==> src/rtl/hazard_stall_ctrl_pkg.sv <==
// ---------------------------------------------------------------------------
// hazard_stall_ctrl_pkg
//   Shared definitions for the MIPS pipeline hazard / stall controller:
//   register-address width, default mult/div occupancy latencies, the
//   HI/LO occupancy FSM state type and a sizing helper for the latency
//   counter.
// ---------------------------------------------------------------------------
package hazard_stall_ctrl_pkg;

    localparam int REG_ADDR_W       = 5;
    localparam int DEFAULT_MULT_LAT = 4;
    localparam int DEFAULT_DIV_LAT  = 32;

    typedef enum logic {
        ST_RUN     = 1'b0,
        ST_MD_BUSY = 1'b1
    } md_state_t;

    // Counter width able to hold the larger of the two reload values
    // (latency - 2); never narrower than one bit.
    function automatic int md_cnt_width(input int mult_lat, input int div_lat);
        int lat;
        lat = (mult_lat > div_lat) ? mult_lat : div_lat;
        return (lat > 2) ? $clog2(lat) : 1;
    endfunction

endpackage

==> src/rtl/hazard_stall_ctrl_md_latency_counter.sv <==
// ---------------------------------------------------------------------------
// md_latency_counter
//   Loadable down-counter tracking how many more cycles HI/LO stays busy.
//   Ports:
//     clk    in   rising-edge clock
//     reset  in   asynchronous active-high reset (count -> 0)
//     load   in   load 'value' on the next edge (has priority over dec)
//     value  in   reload value
//     dec    in   decrement by one on the next edge (holds at zero)
//     zero   out  count is zero
// ---------------------------------------------------------------------------
module md_latency_counter #(
    parameter int WIDTH = 5
) (
    input  logic             clk,
    input  logic             reset,
    input  logic             load,
    input  logic [WIDTH-1:0] value,
    input  logic             dec,
    output logic             zero
);

    logic [WIDTH-1:0] count_reg;
    logic [WIDTH-1:0] count_next;

    always_comb begin
        count_next = count_reg;
        if (load) begin
            count_next = value;
        end else if (dec && (count_reg != '0)) begin
            count_next = count_reg - 1'b1;
        end
    end

    always_ff @(posedge clk or posedge reset) begin
        if (reset) begin
            count_reg <= '0;
        end else begin
            count_reg <= count_next;
        end
    end

    assign zero = (count_reg == '0);

endmodule

==> src/rtl/hazard_stall_ctrl.sv <==
// ---------------------------------------------------------------------------
// hazard_stall_ctrl
//   Enable / bubble-clear generator for the 5-stage MIPS pipeline registers.
//   Handles load-use hazards, taken-branch flushes, mult/div HI/LO occupancy
//   and data-memory wait. All control outputs are combinational from the
//   inputs and the registered occupancy state (zero-cycle latency).
//   Priority: memory freeze > branch flush > hazard stall > run.
//   Ports:
//     clk, reset                 clock, asynchronous active-high reset
//     id_rs, id_rt, id_uses_rt   source operands of the ID instruction
//     id_uses_hilo, id_md_start  ID instruction touches HI/LO
//     ex_mem_read, ex_rt         EX load and its destination
//     ex_branch_taken            branch/jump resolved taken in EX
//     ex_md_start, ex_md_is_div  mult/div issuing in EX, and its kind
//     mem_ready                  data memory ready (0 freezes everything)
//     pc_en .. memwb_en          per-stage register enables
//     ifid_clr_b, idex_clr_b     active-low synchronous clears (bubbles)
//     md_busy                    HI/LO still being produced
//     stall_cycles               saturating count of cycles with pc_en==0
// ---------------------------------------------------------------------------
module hazard_stall_ctrl
    import hazard_stall_ctrl_pkg::*;
#(
    parameter int MULT_LAT = DEFAULT_MULT_LAT,
    parameter int DIV_LAT  = DEFAULT_DIV_LAT,
    parameter int CNT_W    = 32
) (
    input  logic                  clk,
    input  logic                  reset,
    input  logic [REG_ADDR_W-1:0] id_rs,
    input  logic [REG_ADDR_W-1:0] id_rt,
    input  logic                  id_uses_rt,
    input  logic                  id_uses_hilo,
    input  logic                  id_md_start,
    input  logic                  ex_mem_read,
    input  logic [REG_ADDR_W-1:0] ex_rt,
    input  logic                  ex_branch_taken,
    input  logic                  ex_md_start,
    input  logic                  ex_md_is_div,
    input  logic                  mem_ready,
    output logic                  pc_en,
    output logic                  ifid_en,
    output logic                  idex_en,
    output logic                  exmem_en,
    output logic                  memwb_en,
    output logic                  ifid_clr_b,
    output logic                  idex_clr_b,
    output logic                  md_busy,
    output logic [CNT_W-1:0]      stall_cycles
);

    localparam int MD_CNT_W = md_cnt_width(MULT_LAT, DIV_LAT);

    // A latency of 1 finishes inside the issue cycle, so no busy phase.
    localparam logic MULT_MULTI = (MULT_LAT >= 2);
    localparam logic DIV_MULTI  = (DIV_LAT >= 2);

    // The busy phase lasts latency-1 cycles; the counter walks reload..0.
    localparam logic [MD_CNT_W-1:0] MULT_LOAD = MD_CNT_W'(MULT_MULTI ? MULT_LAT - 2 : 0);
    localparam logic [MD_CNT_W-1:0] DIV_LOAD  = MD_CNT_W'(DIV_MULTI ? DIV_LAT - 2 : 0);

    md_state_t             state_reg;
    md_state_t             state_next;
    logic                  md_issue;
    logic                  md_load;
    logic [MD_CNT_W-1:0]   md_load_value;
    logic                  md_dec;
    logic                  md_cnt_zero;
    logic                  busy_state;
    logic                  load_use;
    logic                  md_hz;
    logic [CNT_W-1:0]      stall_cnt_reg;
    logic [CNT_W-1:0]      stall_cnt_next;

    // ------------------------------------------------------------------
    // HI/LO occupancy FSM
    // ------------------------------------------------------------------
    // An issue only counts when EX actually advances and is not squashed.
    assign md_issue   = ex_md_start & mem_ready & ~ex_branch_taken;
    assign busy_state = (state_reg == ST_MD_BUSY);
    assign md_dec     = busy_state;

    always_comb begin
        state_next    = state_reg;
        md_load       = 1'b0;
        md_load_value = ex_md_is_div ? DIV_LOAD : MULT_LOAD;
        case (state_reg)
            ST_RUN: begin
                if (md_issue && (ex_md_is_div ? DIV_MULTI : MULT_MULTI)) begin
                    state_next = ST_MD_BUSY;
                    md_load    = 1'b1;
                end
            end
            ST_MD_BUSY: begin
                // A second issue here cannot happen (ID is stalled) and is ignored.
                if (md_cnt_zero) begin
                    state_next = ST_RUN;
                end
            end
            default: begin
                state_next = ST_RUN;
            end
        endcase
    end

    always_ff @(posedge clk or posedge reset) begin
        if (reset) begin
            state_reg <= ST_RUN;
        end else begin
            state_reg <= state_next;
        end
    end

    md_latency_counter #(
        .WIDTH (MD_CNT_W)
    ) u_md_latency_counter (
        .clk   (clk),
        .reset (reset),
        .load  (md_load),
        .value (md_load_value),
        .dec   (md_dec),
        .zero  (md_cnt_zero)
    );

    assign md_busy = busy_state & ~reset;

    // ------------------------------------------------------------------
    // Hazard detection and priority mux
    // ------------------------------------------------------------------
    // r0 is hardwired to zero, so a load "into" r0 creates no dependency.
    assign load_use = ex_mem_read & (ex_rt != '0) &
                      ((ex_rt == id_rs) | (id_uses_rt & (ex_rt == id_rt)));
    assign md_hz    = busy_state & (id_uses_hilo | id_md_start);

    always_comb begin
        pc_en      = 1'b1;
        ifid_en    = 1'b1;
        idex_en    = 1'b1;
        exmem_en   = 1'b1;
        memwb_en   = 1'b1;
        ifid_clr_b = 1'b1;
        idex_clr_b = 1'b1;
        if (reset) begin
            pc_en      = 1'b0;
            ifid_en    = 1'b0;
            idex_en    = 1'b0;
            exmem_en   = 1'b0;
            memwb_en   = 1'b0;
            ifid_clr_b = 1'b0;
            idex_clr_b = 1'b0;
        end else if (!mem_ready) begin
            // Full freeze; a pending flush simply waits in EX until released.
            pc_en    = 1'b0;
            ifid_en  = 1'b0;
            idex_en  = 1'b0;
            exmem_en = 1'b0;
            memwb_en = 1'b0;
        end else if (ex_branch_taken) begin
            // The ID instruction is on the wrong path, so its hazards are moot.
            ifid_clr_b = 1'b0;
            idex_clr_b = 1'b0;
        end else if (load_use || md_hz) begin
            // Hold PC and IF/ID, inject a bubble into ID/EX, let the rest drain.
            pc_en      = 1'b0;
            ifid_en    = 1'b0;
            idex_clr_b = 1'b0;
        end
    end

    // ------------------------------------------------------------------
    // Stall-cycle performance counter (saturating)
    // ------------------------------------------------------------------
    always_comb begin
        stall_cnt_next = stall_cnt_reg;
        if (!pc_en && (stall_cnt_reg != '1)) begin
            stall_cnt_next = stall_cnt_reg + 1'b1;
        end
    end

    always_ff @(posedge clk or posedge reset) begin
        if (reset) begin
            stall_cnt_reg <= '0;
        end else begin
            stall_cnt_reg <= stall_cnt_next;
        end
    end

    assign stall_cycles = stall_cnt_reg;

endmodule

==> config.mk <==
export PLATFORM = sky130hd
export DESIGN_NAME = hazard_stall_ctrl
export DESIGN_NICKNAME = d
export VERILOG_FILES = /design/src/rtl/hazard_stall_ctrl_pkg.sv /design/src/rtl/hazard_stall_ctrl_md_latency_counter.sv /design/src/rtl/hazard_stall_ctrl.sv
export SDC_FILE = /design/constraint.sdc
export NUM_CORES = 1
export LEC_CHECK = 0
export ABC_AREA = 0
export CELL_PAD_IN_SITES_DETAIL_PLACEMENT = 1
export CELL_PAD_IN_SITES_GLOBAL_PLACEMENT = 1
export CORE_UTILIZATION = 34
export DETAILED_ROUTE_END_ITERATION = 12
export HOLD_SLACK_MARGIN = 0.03
export PLACE_DENSITY_LB_ADDON = 0.12
export SYNTH_ARGS = -nofsm -noshare
export SYNTH_HDL_FRONTEND = slang
export SYNTH_SLANG_ARGS = --single-unit
==> constraint.sdc <==
create_clock -name clk -period 2 [get_ports clk]
set_clock_uncertainty 0.05 [all_clocks]
set_input_delay 0.3 -clock clk [delete_from_list [all_inputs] [get_ports clk]]
set_output_delay 0.3 -clock clk [all_outputs]
set_load 0.05 [all_outputs]
==> summary.md <==
| Metric | Value |
|---|---|
| Power Density | `839 mW/mm^2` |
| Core ar. | `~0.0068 mm^2` |
| Area post-placement | `roughly 0.0035 mm^2` |
| WL/cell | `15.4 um` |
| Post-DP HPWL | `between 4 and 5 mm` |
| Seq cells post-synth | `38` |
| First-pass GRT wire length | `10.6 mm` |
| Clk root buf | `clkbuf_8` |
| Synth Flop Type | `dfrtp_1` |
| CTS clk-pin slew, worst paths | `0.08 ns` |
| Layout area overhead | `58.6%` |
| Cell count of the worst reg-to-reg path | `7` |
| Cell area after layout | `0.00383 mm^2` |
| Starting Density | `0.353` |
| Layout cells sized above 1 | `0.407` |
| DRC Markers | `0` |
| Synth unique cells | `47` |
| Setup violations, final | `0` |
| RD Place Congestion | `0.703` |
| Fin crit share | `0.984` |
| Setup Slack @ Placement | `-0.419 ns` |
| Cells after Synth | `215` |
| Min cycle time layout | `1.97 ns` |
| Max-cap violations | `0` |
| Logic pwr share | `0.407` |
| Status | `finished, final reports clean` |
| Critical setup path kind | `in -> out` |
| Die area | `between 0.007 and 0.008 mm^2` |
| Synth Area per Inst | `11.2 um^2` |
| Vias in the first global route | `2214` |
| Max-slew violation count | `0` |
| GRT Total Usage | `0.181` |
| Antenna Nets Post-Route | `0` |
| Diode count | `0` |
| Fin nets | `339` |
| Fmax | `about 0.5 GHz` |
| Worst flop-to-flop path startpoint | `stall_cycles[10]` |
| Worst R2R Setup Slack | `0.14 ns` |
| EDFF count, synth | `0` |
| Leakage power figure | `1.70 nW` |
| Routed vias/inst | `4.89` |
| CTS tree | `done` |
| Synth Warn # | `0` |
| CTS buffer count | `5` |
| Final Hold Vio Count | `0` |
| Peak VDD IR | `0.000495 V` |
| Filler Cells Inserted | `715` |
| Max FFs per register | `32` |
| Worst slew margin | `0.645` |
| Most frequent cells in the layout | `clkdlybuf4s50_1, buf_4, xor2_1, dfrtp_1, dfrtp_2` |
| Routed via count | `1995` |
| Setup ws final | `0.0316 ns` |
| Clock power share | `0.247` |
| Die width | `between 80 and 90 um` |
| Row count | `30` |
| Total grt overflow | `0` |
| CP Capture Type | `output pin` |
| Max Root-Sink Buffers | `2` |
| # IOs | `65` |
| Startpoint class of the critical path | `input port` |
| Net Sw Frac | `0.375` |
| Crit Reg-Reg Endpoint | `stall_cycles[25]` |
| PortBufs | `64` |
| H-tree depth | `2` |
| Worst-margin pin slew | `0.531 ns` |
| Synth Net Count | `243` |
| Clock sink count | `38` |
| Synth async-reset ratio | `1.00` |
| Seq pwr share | `0.346` |
| Crit path max fanout | `2` |
| Leading cell type in the layout, fill and taps excluded | `clkdlybuf4s50_1` |
| DRT iter0 DRCs | `50` |
| Internal power | `about 2.0 mW` |
| Antenna violations before repair | `0` |
| WP data arrival | `1.62 ns` |
| Sequential-to-total area share from yosys stat | `0.394` |
| Cell Area, Synth | `0.00241 mm^2` |
| Clk_lat worst skew | `0.29 ns` |
| Min-delay worst type | `in -> async` |
| Sw power | `1.21 mW` |
| First-pass DRT Iterations | `4` |
| Largest net degree at the start of global routing | `39` |
| Critical path required time | `1.65 ns` |
| Die Ht | `86.2 um` |
| Post-detailed-routing wire length | `about 6.3 mm` |
## how the worst max path moves through the flow
stage / cells after the start / slack [ns] / to / from
3_5_place_dp: 8 / -0.42 / stall_cycles[22] / ex_rt[1]
6_report: 7 / 0.03 / ifid_en / ex_rt[3]
3_3_place_gp: 8 / -0.37 / stall_cycles[22] / ex_rt[1]
2_1_floorplan: 6 / -0.13 / pc_en / mem_ready
5_1_grt: 8 / -0.02 / idex_clr_b / id_rs[2]
4_1_cts: 7 / 0.008 / idex_clr_b / id_rt[3]
## area by class of cell
type                       instances  area, um^2  share of cell area
sequential                        38         975               0.255
inverter                           9        33.8             0.00883
tap                               96         120              0.0314
clock inverter                     3        68.8              0.0180
timing repair buffer              99        1050               0.275
multi-input combinational        158        1510               0.394
clock buffer                       5        68.8              0.0180
## critical path, cell delays in order
cell and delay, ns:
dlygate4sd2_1 0.26, or4_4 0.44, o21ai_4 0.15, buf_4 0.14
o21ai_4 0.08, nand2b_4 0.10, buf_12 0.14
## stage by stage
| step | total power [mW] | util | hold WS, ns | setup TNS [ns] | cells |
|---|---|---|---|---|---|
| 2_1_floorplan | 1.89 | - | 0.429 | -0.125 | 215 |
| 3_3_place_gp | 2.36 | 0.512 | 0.421 | -10.40 | 393 |
| 3_5_place_dp | 2.39 | 0.512 | 0.427 | -11.39 | 393 |
| 4_1_cts | 3.23 | 0.539 | 0.440 | 0 | 405 |
| 5_1_grt | 3.39 | 0.560 | 0.236 | -0.0214 | 408 |
| 6_report | 3.21 | 0.560 | 0.220 | 0 | 408 |
## synthesized netlist by cell type, types with 2 or more instances
master	n	area, um^2
a21oi_1	4	20.0
and3_1	3	18.8
buf_4	4	30.0
buf_6	3	33.8
dfrtp_1	38	951
ha_1	3	37.5
inv_1	9	33.8
nand2_1	15	56.3
nand3_1	10	50.1
nand4_1	7	43.8
nand4_2	2	25.0
nor2_1	6	22.5
nor2b_1	2	12.5
nor3_1	7	35.0
nor3_2	2	20.0
nor3b_1	2	15.0
nor3b_2	2	25.0
nor4_1	3	18.8
nor4_2	12	150
nor4_4	3	63.8
nor4b_2	6	90.1
nor4b_4	2	47.6
o21ai_0	3	15.0
or2_2	2	12.5
xnor2_1	12	105
xor2_1	32	280
## power groups by stage
stage / sequential (mW) / combinational (mW) / clock, mW
6_report: 1.11 / 1.31 / 0.793
3_5_place_dp: 1.12 / 1.27 / 0
5_1_grt: 1.13 / 1.41 / 0.844
4_1_cts: 1.11 / 1.30 / 0.823
3_3_place_gp: 1.11 / 1.25 / 0
2_1_floorplan: 1.33 / 0.567 / 0
## cell families (layout without fill, tap and decap cells)
kind of cell / Yosys count / after routing / share of synthesized area
AOI/OAI and AO/OA: 14 / 14 / 0.0415
xor gates and xnor gates: 44 / 44 / 0.160
adders and majority gates: 3 / 3 / 0.0156
buffers and inverters: 19 / 116 / 0.0524
DFF: 38 / 38 / 0.394
muxes: 1 / 1 / 0.00622
and+or+nand+nor: 96 / 96 / 0.330
## what timing repair did
| item | in CTS | in global routing |
|---|---|---|
| pin swaps | 15 | 23 |
| hold buffers | 0 | 0 |
| endpoints found under the setup margin | 21 | 34 |
| setup buffers | 4 | 3 |
| resized for setup | 25 | 29 |
## metal layers
layer  share of wire  global-route usage  wire length [um]
met2            0.53               0.332              3350
met3           0.044              0.0410               274
met1            0.41               0.210              2560
met4           0.014              0.0576                87
met5               0                   0                 0
Note: power is estimated with default switching activity, not from simulation.
